### src/rtl/fetch_stage.sv
`default_nettype none
// ============================================================================
//  Module   : fetch_stage
//  Purpose  : Instruction fetch for a 16-bit-word machine. After reset the
//             stage reads a 32-bit reset vector (high word, then low word)
//             from instruction memory. It then fetches one- and two-word
//             instructions. Bit 0 of an instruction word marks a two-word
//             instruction whose second word is an immediate. Fetched
//             instructions are presented on registered outputs for decode.
//  Ports    : i_clk             - clock, rising edge
//             i_reset           - asynchronous active-low reset
//             i_stall           - hold fetch state and outputs
//             i_branch_decision - redirect request (overrides stall)
//             i_pc_new          - redirect target
//             i_imem_data       - instruction memory read data (combinational)
//             o_imem_addr       - instruction memory word address
//             o_instruction     - registered instruction word
//             o_immediate       - registered immediate word (0 if one-word)
//             o_pc              - address of the first word of o_instruction
//             o_valid           - outputs hold a real instruction
//  Revision : 1.0 - initial release
// ============================================================================
module fetch_stage #(
    parameter logic [31:0] RESET_VEC_ADDR = 32'h0000_0000
) (
    input  logic        i_clk,
    input  logic        i_reset,
    input  logic        i_stall,
    input  logic        i_branch_decision,
    input  logic [31:0] i_pc_new,
    input  logic [15:0] i_imem_data,
    output logic [31:0] o_imem_addr,
    output logic [15:0] o_instruction,
    output logic [15:0] o_immediate,
    output logic [31:0] o_pc,
    output logic        o_valid
);

    // Low vector word follows the high word, wrapping modulo 2^32.
    localparam logic [31:0] c_vec_lo_addr = RESET_VEC_ADDR + 32'd1;

    typedef enum logic [1:0] {
        VEC_HI = 2'd0,
        VEC_LO = 2'd1,
        FETCH  = 2'd2,
        IMM    = 2'd3
    } state_t;

    state_t      r_state;
    logic [31:0] r_pc;
    logic [15:0] r_pending;
    logic [31:0] r_pending_pc;
    logic [15:0] r_vec_hi;

    state_t      w_state_nxt;
    logic [31:0] w_pc_nxt;
    logic [15:0] w_pending_nxt;
    logic [31:0] w_pending_pc_nxt;
    logic [15:0] w_vec_hi_nxt;
    logic [15:0] w_instruction_nxt;
    logic [15:0] w_immediate_nxt;
    logic [31:0] w_pc_out_nxt;
    logic        w_valid_nxt;
    logic [31:0] w_pc_inc;

    assign w_pc_inc = r_pc + 32'd1;

    // Memory address: the two vector words during start-up, the PC afterwards.
    always_comb begin
        case (r_state)
            VEC_HI:  o_imem_addr = RESET_VEC_ADDR;
            VEC_LO:  o_imem_addr = c_vec_lo_addr;
            default: o_imem_addr = r_pc;
        endcase
    end

    // Next-state and next-register logic.
    always_comb begin
        w_state_nxt       = r_state;
        w_pc_nxt          = r_pc;
        w_pending_nxt     = r_pending;
        w_pending_pc_nxt  = r_pending_pc;
        w_vec_hi_nxt      = r_vec_hi;
        w_instruction_nxt = o_instruction;
        w_immediate_nxt   = o_immediate;
        w_pc_out_nxt      = o_pc;
        w_valid_nxt       = o_valid;

        case (r_state)
            VEC_HI: begin
                w_vec_hi_nxt = i_imem_data;
                w_state_nxt  = VEC_LO;
            end
            VEC_LO: begin
                w_pc_nxt    = {r_vec_hi, i_imem_data};
                w_state_nxt = FETCH;
            end
            FETCH, IMM: begin
                if (i_branch_decision) begin
                    // Redirect wins over stall; any half-fetched
                    // two-word instruction is dropped.
                    w_pc_nxt         = i_pc_new;
                    w_valid_nxt      = 1'b0;
                    w_pending_nxt    = 16'h0000;
                    w_pending_pc_nxt = 32'h0000_0000;
                    w_state_nxt      = FETCH;
                end else if (!i_stall) begin
                    w_pc_nxt = w_pc_inc;
                    if (r_state == IMM) begin
                        w_instruction_nxt = r_pending;
                        w_immediate_nxt   = i_imem_data;
                        w_pc_out_nxt      = r_pending_pc;
                        w_valid_nxt       = 1'b1;
                        w_state_nxt       = FETCH;
                    end else if (i_imem_data[0]) begin
                        // First word of a two-word instruction: hold it
                        // and emit a bubble until the immediate arrives.
                        w_pending_nxt    = i_imem_data;
                        w_pending_pc_nxt = r_pc;
                        w_valid_nxt      = 1'b0;
                        w_state_nxt      = IMM;
                    end else begin
                        w_instruction_nxt = i_imem_data;
                        w_immediate_nxt   = 16'h0000;
                        w_pc_out_nxt      = r_pc;
                        w_valid_nxt       = 1'b1;
                    end
                end
            end
            default: w_state_nxt = VEC_HI;
        endcase
    end

    always_ff @(posedge i_clk or negedge i_reset) begin
        if (!i_reset) begin
            r_state       <= VEC_HI;
            r_pc          <= 32'h0000_0000;
            r_pending     <= 16'h0000;
            r_pending_pc  <= 32'h0000_0000;
            r_vec_hi      <= 16'h0000;
            o_instruction <= 16'h0000;
            o_immediate   <= 16'h0000;
            o_pc          <= 32'h0000_0000;
            o_valid       <= 1'b0;
        end else begin
            r_state       <= w_state_nxt;
            r_pc          <= w_pc_nxt;
            r_pending     <= w_pending_nxt;
            r_pending_pc  <= w_pending_pc_nxt;
            r_vec_hi      <= w_vec_hi_nxt;
            o_instruction <= w_instruction_nxt;
            o_immediate   <= w_immediate_nxt;
            o_pc          <= w_pc_out_nxt;
            o_valid       <= w_valid_nxt;
        end
    end

endmodule
`default_nettype wire

### config.mk
export PLATFORM = sky130hd
export DESIGN_NAME = fetch_stage
export DESIGN_NICKNAME = d
export VERILOG_FILES = /design/src/rtl/fetch_stage.sv
export SDC_FILE = /design/constraint.sdc
export NUM_CORES = 1
export LEC_CHECK = 0
export CORE_MARGIN = 2
export CORE_UTILIZATION = 48
export DETAILED_ROUTE_END_ITERATION = 10
export HOLD_SLACK_MARGIN = 0.03
export PLACE_DENSITY = 0.77
export SETUP_SLACK_MARGIN = 0.02
export SYNTH_ARGS = -nofsm -noshare
export SYNTH_HDL_FRONTEND = slang
export SYNTH_SLANG_ARGS = --single-unit
### constraint.sdc
create_clock -name i_clk -period 1.9 [get_ports i_clk]
set_input_delay 0.38 -clock i_clk [delete_from_list [all_inputs] [get_ports i_clk]]
set_output_delay 0.38 -clock i_clk [all_outputs]
set_load 0.01 [all_outputs]
==> results.toml <==
[power_and_ir_drop]
vdd_drop_max_v = 0.000692
netSwitchingPower_mw = 3.45
seq_power_share = 0.423
power_density_mw_per_mm2 = 962
power.internal_mw = 7.36
total_power_mw = 10.8
p_leak_nw = 5.07
switching_share = 0.319
p_clk_frac = 0.297
combPwrFrac = 0.280

[run]
drv_cap = 0

[final_layout]
final_area_mm2 = 0.0112
layout_commonest_cell = "nand2_1"
antenna_cells = 0
syn2layout_area_growth_pct = 36.3
drive_gt1_frac = 0.195
num-nets-final = 1210
layout_common_cells = "nand2_1, dfrtp_1, clkdlybuf4s50_1, buf_4, nor2_1"
nFillCells = 1336

[critical_path]
worst-path-buf-inv = 2
worstPathRequired_ps = 2220
worstSetupEndpointType = "flip-flop"
r2r_setup_slack_ps = 10
start_kind = "flip-flop"
critPathTopFamily = "simple AND/OR/NAND/NOR gates"
path_cells = "nand4_4, buf_6, nor4_4, buf_4, nand4_1, a2bb2oi_1, o22a_1"
crit_fanout = 6
worstPathArrival_ps = 2210
crit_type = "reg -> reg"
regToRegEndpoint = "r_pc[27]"
cpPeakStageDelay_ps = 390
reg2reg_from = "r_pc[12]"
r2r_cells = 7
critPathSlowestCell = "dfrtp_1"

[grt]
grt.total_usage = 0.312
grt_overflow = 0
grt_pass1_wl_um = 43100
antenna_found_initial = 0
grt_max_degree = 64
first_global_vias = 7675

[place]
pre_cts_ws_ps = -133
io_buffers = 148
gp_congestion = 0.986
dp_hpwl_um = 19700
placed_area_mm2 = 0.0106

[routing]
dr.pass1.iters = 5
wl_per_cell_um = 20.0
dr_wl_met2_um = 12800
drt_iter0_drc = 985
vias = 8249
routed_wl_um = 27800
wl_met1_um = 11600
antenna_left = 0
viasPerCell = 5.93
top_layer_used = "met4"
wl_met3_um = 2540
drc_errors = 0

[cts]
cts.path.max_buffers = 2
numCtsBuffers = 17
tritoncts = "built"
numClockSinks = 163
clk_pin_slew_ps = 60
insertion_delay_ps = 440
h-tree-depth = 4
root_buffer = "clkbuf_16"

[timing]
hold_viol = 0
finalSetupTns_ps = 0
finalCritPeriodShare = 0.992
final-setup-viol-count = 0
worst_slack_ps = 14.9
finalClockSkew_ps = 7.97
fmax_mhz = 530
rsz0062_at_grt = "true"
finalCriticalPeriod_ps = 1890
slew_violations = 0
slew_headroom = 0.684
hold_slack_ps = 411
tightest_slew_ps = 473

[floorplan]
rows = 47
coreArea_mm2 = 0.0167
io_pins = 149
die_h_um = 135
die_width_um = 135
die-area_mm2 = 0.0182
start_util = 0.494

[logic_synthesis]
async_flop_share = 1.00
synthMuxAreaShare = 0.0255
synth-edff-count = 0
syn_avg_cell_area_um2 = 8.67
synth_top_family_by_area = "simple AND/OR/NAND/NOR gates"
postSynthCellCount = 951
yosysUniqueCellTypes = 64
ys_seq_elements = 163
synth_area_mm2 = 0.00825
ys.warnings.count = 0
syn_nets = 1004
synth-compound-area-share = 0.131
yosysSeqAreaShare = 0.495
synthFlopType = "dfrtp_1"
synth-simple-area-share = 0.285
synth_adder_area_share = 0.00152
synth-xor-area-share = 0.00637

[hold_path]
hp-start = "i_branch_decision"
hp-class = "in -> reg"
min_to = "r_pc[8]"
hold_depth = 5

[outcome]
status = "finished clean"
cell usage after synthesis, types with 13 or more instances:
library cell / n / area share
nand3_1: 32 / 0.019
and2_1: 26 / 0.020
nand4_1: 47 / 0.036
clkbuf_1: 59 / 0.027
dfrtp_1: 163 / 0.49
nor3_1: 13 / 0.0079
nor2_1: 89 / 0.041
a31oi_1: 56 / 0.042
o21ai_0: 28 / 0.017
nand2_1: 249 / 0.11
mux2_2: 16 / 0.022
a21oi_1: 36 / 0.022
tightest hold or removal path: cells and delay by family:
kind | cells | cell delay, ps
buffers and inverters | 1 | 170
AO/OA/AOI/OAI | 3 | 170
AND/OR/NAND/NOR | 1 | 90
sequential cells by signal (all words and copies together) (netlist names), 2 cells and up:
name / flops
o_immediate: 16
r_state: 2
r_vec_hi: 16
o_pc: 32
r_pending: 16
r_pc: 32
r_pending_pc: 32
o_instruction: 16
worst max-delay path by stage:
stage,slack [ps],to,cells past startpoint,from
floorplan,40,r_pc[25],6,r_pc[14]
global placement,-130,r_pc[30],6,i_stall
detailed placement,-130,r_pc[28],6,i_stall
CTS,-50,o_imem_addr[6],5,r_state[1]
global route,-40,r_pc[20],6,r_pc[6]
finish,10,r_pc[27],7,r_pc[12]
metal layers:
layer  vias to the layer above  global-route usage
met5                         -                   0
met4                         0               0.118
met3                        63              0.0646
met2                       456               0.477
met1                      4004               0.442
li1                       3726                   -
area by class of cell:
| type | count | area (um^2) | area share |
|---|---|---|---|
| sequential | 163 | 4080 | 0.363 |
| multi-input combinational | 699 | 3860 | 0.343 |
| timing repair buffer | 265 | 2440 | 0.217 |
| clock buffer | 18 | 439 | 0.0391 |
| tap | 220 | 275 | 0.0245 |
| clock inverter | 14 | 104 | 0.00924 |
| inverter | 11 | 41.3 | 0.00367 |
logic make-up after synthesis:
logic type,after synthesis
AND/OR/NAND/NOR,503
multiplexers,19
XOR/XNOR,6
adder cells (fa/ha/maj),1
buffers and inverters,89
flip-flops,163
AO/OA/AOI/OAI,170
power groups by stage:
| stage | sequential [mW] | clock (mW) | combinational [mW] |
|---|---|---|---|
| 2_1_floorplan | 4.66 | 0 | 1.24 |
| 3_3_place_gp | 4.59 | 0 | 2.96 |
| 3_5_place_dp | 4.62 | 0 | 3.03 |
| 4_1_cts | 4.55 | 3.23 | 2.98 |
| 5_1_grt | 4.64 | 3.38 | 3.27 |
| 6_report | 4.57 | 3.21 | 3.03 |
metrics by stage:
step | util | cells
floorplan | - | 951
global placement | 0.633 | 1350
detailed placement | 0.633 | 1350
CTS | 0.667 | 1392
global route | 0.673 | 1390
finish | 0.673 | 1390
repair_timing:
item                       CTS  global route
setup endpoints to repair   35            57
gates cloned                 1             0
gates resized for setup    104            41
pin swaps                    0             2
hold endpoints to repair    38             0
hold buffers                 1             0
buffers inserted             8             1
Power figures use the tool's default switching activity.
